## src/rtl/wb_cmd_master_pkg.sv

```systemverilog
// Shared constants and state encoding for the byte-command Wishbone initiator.
package wb_cmd_master_pkg;

  localparam logic [7:0] OP_READ    = 8'h01;
  localparam logic [7:0] OP_WRITE   = 8'h02;

  localparam logic [7:0] ST_OK      = 8'h00;
  localparam logic [7:0] ST_TIMEOUT = 8'h01;
  localparam logic [7:0] ST_BADOP   = 8'h02;

  typedef enum logic [2:0] {
    S_IDLE,
    S_ADDR_HI,
    S_ADDR_LO,
    S_DATA,
    S_BUS,
    S_RESP_STATUS,
    S_RESP_DATA
  } state_t;

endpackage

```

## src/rtl/wb_cmd_master.sv

```systemverilog
// Byte-stream command decoder driving single Wishbone read/write cycles with a
// bounded ack wait, answering with a status byte (plus data byte for reads).
module wb_cmd_master
  import wb_cmd_master_pkg::*;
#(
  parameter int TIMEOUT_CYCLES = 1023
) (
  input  logic        clk,
  input  logic        rst_n,
  input  logic [7:0]  rx_data,
  input  logic        rx_valid,
  output logic        rx_ready,
  output logic [7:0]  tx_data,
  output logic        tx_valid,
  input  logic        tx_ready,
  output logic        wb_stb_o,
  output logic        wb_cyc_o,
  output logic        wb_we_o,
  output logic [15:0] wb_adr_o,
  output logic [7:0]  wb_dat_o,
  input  logic [7:0]  wb_dat_i,
  input  logic        wb_ack_i
);

  localparam int CW = $clog2(TIMEOUT_CYCLES + 1);
  localparam logic [CW-1:0] CNT_LAST = CW'(TIMEOUT_CYCLES - 1);

  state_t        state_reg, state_next;
  logic [CW-1:0] cnt_reg, cnt_next;
  logic [7:0]    status_reg, status_next;
  logic [7:0]    rd_data_reg, rd_data_next;
  logic          we_reg, we_next;
  logic [15:0]   adr_reg, adr_next;
  logic [7:0]    dat_reg, dat_next;
  logic          rx_ready_reg, rx_ready_next;
  logic          tx_valid_reg, tx_valid_next;
  logic [7:0]    tx_data_reg, tx_data_next;
  logic          stb_reg, stb_next;

  logic rx_fire, tx_fire;
  assign rx_fire = rx_valid & rx_ready_reg;
  assign tx_fire = tx_valid_reg & tx_ready;

  always_comb begin
    state_next   = state_reg;
    cnt_next     = cnt_reg;
    status_next  = status_reg;
    rd_data_next = rd_data_reg;
    we_next      = we_reg;
    adr_next     = adr_reg;
    dat_next     = dat_reg;

    case (state_reg)
      S_IDLE: if (rx_fire) begin
        if (rx_data == OP_READ || rx_data == OP_WRITE) begin
          we_next    = (rx_data == OP_WRITE);
          state_next = S_ADDR_HI;
        end else begin
          status_next = ST_BADOP;
          state_next  = S_RESP_STATUS;
        end
      end
      S_ADDR_HI: if (rx_fire) begin
        adr_next[15:8] = rx_data;
        state_next     = S_ADDR_LO;
      end
      S_ADDR_LO: if (rx_fire) begin
        adr_next[7:0] = rx_data;
        cnt_next      = '0;
        state_next    = we_reg ? S_DATA : S_BUS;
      end
      S_DATA: if (rx_fire) begin
        dat_next   = rx_data;
        cnt_next   = '0;
        state_next = S_BUS;
      end
      S_BUS: begin
        cnt_next = cnt_reg + CW'(1);
        // Ack beats timeout when both land in the final wait cycle.
        if (wb_ack_i) begin
          if (!we_reg) rd_data_next = wb_dat_i;
          status_next = ST_OK;
          state_next  = S_RESP_STATUS;
        end else if (cnt_reg == CNT_LAST) begin
          rd_data_next = 8'h00;
          status_next  = ST_TIMEOUT;
          state_next   = S_RESP_STATUS;
        end
      end
      S_RESP_STATUS: if (tx_fire) begin
        state_next = (!we_reg && status_reg != ST_BADOP) ? S_RESP_DATA : S_IDLE;
      end
      S_RESP_DATA: if (tx_fire) state_next = S_IDLE;
      default: state_next = S_IDLE;
    endcase
  end

  // Outputs are registered copies of what the next state implies.
  always_comb begin
    rx_ready_next = (state_next == S_IDLE) || (state_next == S_ADDR_HI) ||
                    (state_next == S_ADDR_LO) || (state_next == S_DATA);
    stb_next      = (state_next == S_BUS);
    tx_valid_next = (state_next == S_RESP_STATUS) || (state_next == S_RESP_DATA);
    tx_data_next  = tx_data_reg;
    if (state_next == S_RESP_STATUS)    tx_data_next = status_next;
    else if (state_next == S_RESP_DATA) tx_data_next = rd_data_next;
  end

  always_ff @(posedge clk or negedge rst_n) begin
    if (!rst_n) begin
      state_reg    <= S_IDLE;
      cnt_reg      <= '0;
      status_reg   <= 8'h00;
      rd_data_reg  <= 8'h00;
      we_reg       <= 1'b0;
      adr_reg      <= 16'h0000;
      dat_reg      <= 8'h00;
      rx_ready_reg <= 1'b0;
      tx_valid_reg <= 1'b0;
      tx_data_reg  <= 8'h00;
      stb_reg      <= 1'b0;
    end else begin
      state_reg    <= state_next;
      cnt_reg      <= cnt_next;
      status_reg   <= status_next;
      rd_data_reg  <= rd_data_next;
      we_reg       <= we_next;
      adr_reg      <= adr_next;
      dat_reg      <= dat_next;
      rx_ready_reg <= rx_ready_next;
      tx_valid_reg <= tx_valid_next;
      tx_data_reg  <= tx_data_next;
      stb_reg      <= stb_next;
    end
  end

  assign rx_ready = rx_ready_reg;
  assign tx_valid = tx_valid_reg;
  assign tx_data  = tx_data_reg;
  assign wb_stb_o = stb_reg;
  assign wb_cyc_o = stb_reg;
  assign wb_we_o  = we_reg;
  assign wb_adr_o = adr_reg;
  assign wb_dat_o = dat_reg;

endmodule

```

## config.mk

```make
export PLATFORM = sky130hd
export DESIGN_NAME = wb_cmd_master
export DESIGN_NICKNAME = d
export VERILOG_FILES = /design/src/rtl/wb_cmd_master_pkg.sv /design/src/rtl/wb_cmd_master.sv
export SDC_FILE = /design/constraint.sdc
export NUM_CORES = 1
export LEC_CHECK = 0
export BUFFER_PORTS_ARGS = -buffer_cell sky130_fd_sc_hd__buf_2
export CAP_MARGIN = 10
export CORE_MARGIN = 3
export CORE_UTILIZATION = 36
export CTS_BUF_LIST = sky130_fd_sc_hd__clkbuf_4
export CTS_CLUSTER_DIAMETER = 200
export DETAILED_ROUTE_END_ITERATION = 7
export PLACE_DENSITY_LB_ADDON = 0.08
export SLEW_MARGIN = 20
export SYNTH_ARGS = -nofsm -noshare
export SYNTH_HDL_FRONTEND = slang
export SYNTH_SLANG_ARGS = --single-unit
```

## constraint.sdc

```tcl
create_clock -name clk -period 2.8 [get_ports clk]
set_input_delay 0.42 -clock clk [delete_from_list [all_inputs] [get_ports clk]]
set_output_delay 0.42 -clock clk [all_outputs]
set_load 0.02 [all_outputs]
```

After elaboration in Yosys (flattened, before gate mapping)

Index checks and enable logic that the tools add are counted.
Widths: inputs -> output; s select.

Register bits: 65
Input bits: 21
Output and inout port bits: 37

Add/subtract/negate cells: 1
Equal/unequal tests: 17
Mux-type cells: 25
Bitwise logic cells: 2
Reduce and logical (&&, ||, !) cells: 17

Operators with widths:

| cell                  | count |
|---|---|
| $mux 8                | 10 |
| $mux 3                | 11 |
| $pmux 3 s7            | 1 |
| $pmux 10 s2           | 1 |
| $eq 3x3->1 const B    | 6 |
| $pmux 8 s2            | 1 |
| $eq 3x2->1 const B    | 4 |
| $add 10x1->10 const B | 1 |
| $eq 10x10->1 const B  | 1 |
| $mux 10               | 1 |
| $eq 8x1->1 const B    | 1 |
| $eq 8x2->1 const B    | 1 |
| $ne 8x2->1 const B    | 1 |
| $reduce_and 2->1      | 4 |
| $eq 3x1->1 const B    | 2 |
| $logic_not 3->1       | 2 |
| $logic_or 1x1->1      | 5 |
| $reduce_bool 2->1     | 2 |
| $reduce_and 3->1      | 1 |
| $and 1x1->1           | 2 |
| $ne 2x1->1 const B    | 1 |
| $reduce_or 2->1       | 1 |
| $logic_and 1x1->1     | 1 |
| $logic_not 1->1       | 1 |

Logic depth before layout (Yosys ltp)

Gate-level depths: netlist of run 1.

Depth in word-level cells: 9
Mapped depth: 7
Gate-level depth less buffers: 7

Least setup slack after synthesis of run 1

OpenSTA, ideal clock, no wires.

Path kind: register to register
Start point: register state_reg[1]
End point: register tx_data_reg[0], in the netlist tx_data[0]
Library setup time: 0.126 ns
Arrival: 1.832 ns
Path slack: 0.842 ns
Stages on the path, launching flop included: 6
Buffers on the path: 0
Path through: dfrtp_1 -> or3b_1 -> or4_1 -> a32o_1 -> and2_1 -> a221o_1

Elaborated cells on any way between the ends: 23
Those cells by class: eq/ne: 8; mux: 13; reduce/logical: 2

RTL lines:

| what                      | RTL line             | RTL |
|---|---|---|
| from (decl)               | wb_cmd_master.sv:28  | `state_t state_reg, state_next;` |
| from (signal assigned)    | wb_cmd_master.sv:123 | `state_reg <= state_next;` |
| $eq 3x3->1                | wb_cmd_master.sv:53  | `case (state_reg)` |
| $mux 8                    | wb_cmd_master.sv:53  |  |
| named net rd_data_next[0] | wb_cmd_master.sv:31  | `logic [7:0] rd_data_reg, rd_data_next;` |
| $mux 8                    | wb_cmd_master.sv:106 | `else if (state_next == S_RESP_DATA) tx_data_next = rd_data_next;` |
| $mux 8                    | wb_cmd_master.sv:105 | `if (state_next == S_RESP_STATUS) tx_data_next = status_next;` |
| to (signal assigned)      | wb_cmd_master.sv:132 | `tx_data_reg <= tx_data_next;` |
| to (decl)                 | wb_cmd_master.sv:37  | `logic [7:0] tx_data_reg, tx_data_next;` |

The timed path passes the listed nets, and every way through them passes these cells. The select of a mux whose other input is x is not followed.
A chain may end at the register's enable or synchronous reset.

Final worst setup path of run 1

Start point: register state_reg[1]
End point: register tx_data_reg[7], in the netlist tx_data[7]

Word-level cells in the longest chain between the ends: 5
Elaborated cells on any way between the ends: 23
Those cells by class: eq/ne: 8; mux: 13; reduce/logical: 2

RTL lines:

| what                                        | RTL line                                   | RTL |
|---|---|---|
| $mux 3                                      | wb_cmd_master.sv:84                        | `end else if (cnt_reg == CNT_LAST) begin` |
| $mux 3                                      | wb_cmd_master.sv:80                        | `if (wb_ack_i) begin` |
| $pmux 3 s7                                  | wb_cmd_master.sv:53                        |  |
| $eq 3x3->1 (on tied branches)               | wb_cmd_master.sv:105, wb_cmd_master.sv:106 |  |
| $mux 8 or $reduce_bool 2->1 (tied branches) | --                                         |  |

Parallel ways exist; a longest one is shown, timed or not. The select of a mux whose other input is x is not followed.

==> impl_metrics.toml, run 1 <==
[setup_path]
end_kind = "register"
worstPathArrival_ns = 2.56
crit_type = "register to register"
critPathLaunchType = "register"
required_ns = 3.09
crit_fanout = 14

[clock_network]
cts_tree = "built"
clk_latency_ns = 0.40
clock_sinks = 65
cts-resized-gates = 0
clk_pin_slew_ns = 0.11
cts_max_level = 3
cts_inserted_buffers = 9
cts_buffer_depth = 2
cts_hold_buffers = 0
cts_root_buf = "clkbuf_4"
cts_setup_buffers = 0

[layout]
synthToLayoutAreaGrowth_pct = 18.2
regArea_mm2 = 0.00163
drive_gt1_share_pct = 32.7
fin_util_pct = 44.6
nFillCells = 780
largest_reg_flops = 16
insertedDiodeCount = 0
final_nets = 351
multiInputGateArea_mm2 = 0.00127

[grt]
grt_pass1_wl_um = 12000
grt_use_total_pct = 15.8
overflow = 0
antenna_found_initial = 0
grt_max_degree = 36
first_global_vias = 2369

[floorplan]
fp.dieH_um = 96.9
fp.dieArea_mm2 = 0.00940
rows = 32
core_area_mm2 = 0.00789
ioPinCount = 58
start_util_pct = 37.7
die_width_um = 96.9

[synthesis]
yosysSeqAreaShare_pct = 54.6
synth.area.top_cells = "dfrtp_1 55%, mux2_2 9.1%, o21ai_0 4.7%"
synth_fa_ha_area_share_pct = 0.841
synth_top_family_by_area = "compound AO/OA/AOI/OAI gates"
synth_compound_area_share_pct = 16.3
synth-simple-area-share_pct = 15.8
avgSynthCellArea_um2 = 11.2
synth-main-ff-cell = "dfrtp_1"
yosysTopAreaCell = "dfrtp_1"
yosysMostFrequentCell = "dfrtp_1"
synth_nets = 289
async_reset_ff_share_pct = 100
synth_top_cell_area_share_pct = 54.6
synth_cell_type_count = 46
synth.cells.most_frequent = "65 x dfrtp_1, 28 x o21ai_0, 27 x nand2_1"
syn_inst = 266
syn_area_mm2 = 0.00298
ys_ff_latch = 65
synth_edf_count = 0
synth_mux_area_share_pct = 9.08
ys_warn_count = 0
synth-xor-area-share_pct = 0.588

[power_and_ir_drop]
p_per_area_mw_per_mm2 = 984
power.leakage_nw = 1.72
peakVddDrop_uv = 414

[timing]
max-slew-margin-rel_pct = 51.4
tightest_slew_ns = 0.729
setup_viol = 0
timing.fmax_ghz = 0.440
finalHoldViolations = 0
fin_setup_tns_ns = 0
skew_ns = 0.0171
grt_setup_unrepaired = "no"
period_needed_ns = 2.27
period_share_pct = 81.2
slew_violations = 0

[place]
place.detailed.hpwl_um = 4990
gp_congestion = 0.831
portBuffers = 57

[routing]
drtIter0Drc = 94
drt-wirelength-per-cell_um = 15.9
postRouteAntennaNets = 0
first_pass_iters = 4
via_per_inst = 5.23
num_vias = 2273
drc = 0
routed_wl_um = 6910

[run_status]
outcome = "complete, no violations"

[hold_path]
min_path_type = "primary input to asynchronous set/reset pin"

[job]
cap_violations = 0
## cells by family (layout without fill, tap and decap cells)
kind of cell / after synthesis / count (layout)
adders and majority gates: 2 / 2
and+or+nand+nor: 85 / 85
buffers and inverters: 18 / 85
xor gates and xnor gates: 2 / 2
AOI/OAI and AO/OA: 70 / 70
muxes: 24 / 24
DFF: 65 / 65
## through the flow
| stage | cell area, um^2 | power, W | hold slack [ns] | setup slack, ns | cells |
|---|---|---|---|---|---|
| after CTS | 3520 | 0.00352 | 0.0679 | 0.538 | 435 |
| after global placement | 3390 | 0.00288 | 0.471 | 0.610 | 419 |
| after detailed placement | 3390 | 0.00290 | 0.484 | 0.553 | 419 |
| after floorplan | 2980 | 0.00243 | 0.124 | 0.842 | 266 |
| after global routing | 3520 | 0.00375 | 0.0917 | 0.411 | 435 |
| final | 3520 | 0.00346 | 0.0604 | 0.527 | 435 |
## area by class of cell
cell class	instances	share of cell area, %
timing repair buffer	63	9.74
multi-input combinational	183	36.1
clock inverter	5	1.32
tap	102	3.63
inverter	6	0.640
clock buffer	11	2.35
sequential	65	46.2
## worst paths after layout
kind                               from          end  slack, ns  cells past startpoint
setup / recovery           state_reg[1]   tx_data[7]       0.53                      6
hold / removal                    rst_n   cnt_reg[3]       0.06                      1
setup reg to reg           state_reg[1]   tx_data[7]       0.53                      6
hold reg to reg              cnt_reg[8]   cnt_reg[8]       0.51                      1
max in group asynchronous         rst_n  wb_adr_o[0]       2.09                      2
min in group clk             rx_data[2]  wb_adr_o[2]       0.29                      2
## layer usage
metal,global-route usage (%),vias to the layer above,part of all wire [%]
met5,0,-,0
met4,5.40,0,1.2
met3,4.90,9,5.0
met2,23.7,42,45
met1,21.6,1116,49
li1,-,1106,-
## power by group
| part | internal [W] | switching, W |
|---|---|---|
| Sequential | 0.00123 | 0.000234 |
| Combinational | 0.000569 | 0.000825 |
| Clock | 0.000283 | 0.000315 |
| Total | 0.00209 | 0.00137 |
## cells in the final DEF (no fill, tap or decap), drive strengths merged, types with 3 or more instances in the layout
master | synthesis | routed
nand4 | 3 | 3
nand3 | 10 | 10
inv | 6 | 6
buf | 6 | 63
dfrtp | 65 | 65
clkinv | 0 | 4
a221o | 8 | 8
o21ai | 29 | 29
clkbuf | 6 | 11
nand2 | 27 | 27
a22o | 8 | 8
nor2 | 11 | 11
mux2 | 24 | 24
nor2b | 7 | 7
a21oi | 8 | 8
and2 | 10 | 10
## critical path: stages, from the launching register on
cell     delay (ns)
dfrtp_1        0.54
or3b_1         0.44
or4_1          0.43
nand2_1        0.15
o31ai_2        0.09
buf_4          0.17
a221o_1        0.34
No activity file was read; power rests on OpenSTA's default activity.
==> run 2, diff against run 1 <==
==> constraint.sdc (replaced) <==
create_clock -name clk -period 1.9 [get_ports clk]
set_input_delay 0.285 -clock clk [delete_from_list [all_inputs] [get_ports clk]]
set_output_delay 0.285 -clock clk [all_outputs]
set_load 0.02 [all_outputs]
==> impl_metrics.toml, run 2 (same netlist as run 1, synthesis figures left out) <==
[routing]
drt-wirelength-per-cell_um = 14.8
first_pass_iters = 4
num_vias = 2474
routed_wl_um = 7220
via_per_inst = 5.08
postRouteAntennaNets = 0
drtIter0Drc = 93
drc = 0

[floorplan]
core_area_mm2 = 0.00789
rows = 32
ioPinCount = 58
fp.dieArea_mm2 = 0.00940
start_util_pct = 37.7
die_width_um = 96.9
fp.dieH_um = 96.9

[timing]
setup_viol = 9
skew_ns = 0.0179
hold-worst-slack_ns = 0.191
period_share_pct = 105
grt_setup_unrepaired = "yes"
period_needed_ns = 2.00
timing.fmax_ghz = 0.501
fin_ws_ns = -0.0969
finalHoldViolations = 0
max-slew-margin-rel_pct = 61.8
tightest_slew_ns = 0.573
slew_violations = 0

[layout]
insertedDiodeCount = 0
layout_common_cells = "65 x dfrtp_1, 57 x buf_2, 56 x buf_4, 28 x o21ai_0, 26 x nand2_1"
final_common_cell = "dfrtp_1"
final_nets = 404
drive_gt1_share_pct = 43.9
synthToLayoutAreaGrowth_pct = 33.4
fin_util_pct = 50.3
largest_reg_flops = 16

[run_status]
violations = "setup timing"
outcome = "finished, violations left"

[hold_path]
hp-start = "rx_data[7]"
min_to = "wb_adr_o[7]"
hold_depth = 2
min_path_type = "primary input to register"

[place]
gp_congestion = 0.826
place_ws_ns = -0.158
place.detailed.hpwl_um = 5290
portBuffers = 57

[setup_path]
reg2reg_to = "tx_data[0]"
regToRegSetupSlack_ns = -0.1
crit_type = "register to register"
r2r_start = "state_reg[0]"
required_ns = 2.19
r2r_cells = 5
critPathLaunchType = "register"
crit_fanout = 4
worstPathArrival_ns = 2.28
end_kind = "register"

[grt]
grt_max_degree = 66
antenna_found_initial = 0
overflow = 0
first_global_vias = 2507
grt_use_total_pct = 16.5
grt_pass1_wl_um = 12600

[power_and_ir_drop]
peakVddDrop_uv = 752
power.total_w = 0.00558
p_per_area_mw_per_mm2 = 1410
power.leakage_nw = 1.99

[job]
cap_violations = 0

[clock_network]
cts_inserted_buffers = 9
cts_buffer_depth = 2
clk_latency_ns = 0.41
cts_max_level = 3
clk_pin_slew_ns = 0.11
cts_root_buf = "clkbuf_4"
cts_tree = "built"
clock_sinks = 65
## run 2: what timing repair did
action	in CTS	in global routing
pin swaps	3	1
setup endpoints to repair	9	10
hold buffers	1	0
gates resized for setup	8	4
buffers inserted	1	3
hold endpoints to repair	65	0
## run 2: layout make-up
| class | count | area [um^2] |
|---|---|---|
| Tap cell | 102 | 128 |
| Fill cell | 736 | 3920 |
| Clock buffer | 10 | 75.1 |
| Multi-Input combinational cell | 183 | 1320 |
| Inverter | 6 | 22.5 |
| Sequential cell | 65 | 1630 |
| Clock inverter | 5 | 47.5 |
| Timing Repair Buffer | 116 | 747 |
## run 2: how the worst max path moves through the flow
stage,from,to,slack [ns],cells past startpoint
after global routing,state_reg[0],tx_data[0],-0.19,5
after floorplan,state_reg[1],tx_data[0],-0.06,5
after CTS,state_reg[0],tx_data[0],-0.11,5
final,state_reg[0],tx_data[0],-0.1,5
after detailed placement,state_reg[1],tx_data[7],-0.16,5
after global placement,state_reg[1],tx_data[7],-0.14,5
## run 2: routing by layer
layer | global-route usage (%) | share of wire, % | vias to the layer above | wire, um
li1 | - | - | 1207 | -
met1 | 22.9 | 49 | 1210 | 3570
met2 | 25.0 | 45 | 48 | 3280
met3 | 5.12 | 4.1 | 9 | 295
met4 | 4.21 | 1.1 | 0 | 76
met5 | 0 | 0 | - | 0
## run 2: stage by stage
| stage | instance area (um^2) | cells | TNS, ns |
|---|---|---|---|
| after global routing | 3970 | 487 | -1.54 |
| after CTS | 3920 | 484 | -0.343 |
| after detailed placement | 3750 | 467 | -1.13 |
| after global placement | 3750 | 467 | -0.930 |
| final | 3970 | 487 | -0.418 |
| after floorplan | 2980 | 266 | -0.0932 |
## run 2: worst max-delay path, cell delays in order (launching register included)
cell	delay [ns]
dfrtp_1	0.43
or3b_4	0.41
or4_4	0.43
a32o_1	0.24
and2_1	0.14
a221o_1	0.25
## run 2: power by group
part / leakage [nW] / total (W) / internal [W] / switching [W]
combinational: 1.09 / 0.00263 / 0.00122 / 0.00141
clock: 0.0711 / 0.000874 / 0.000397 / 0.000478
sequential: 0.826 / 0.00208 / 0.00182 / 0.000255
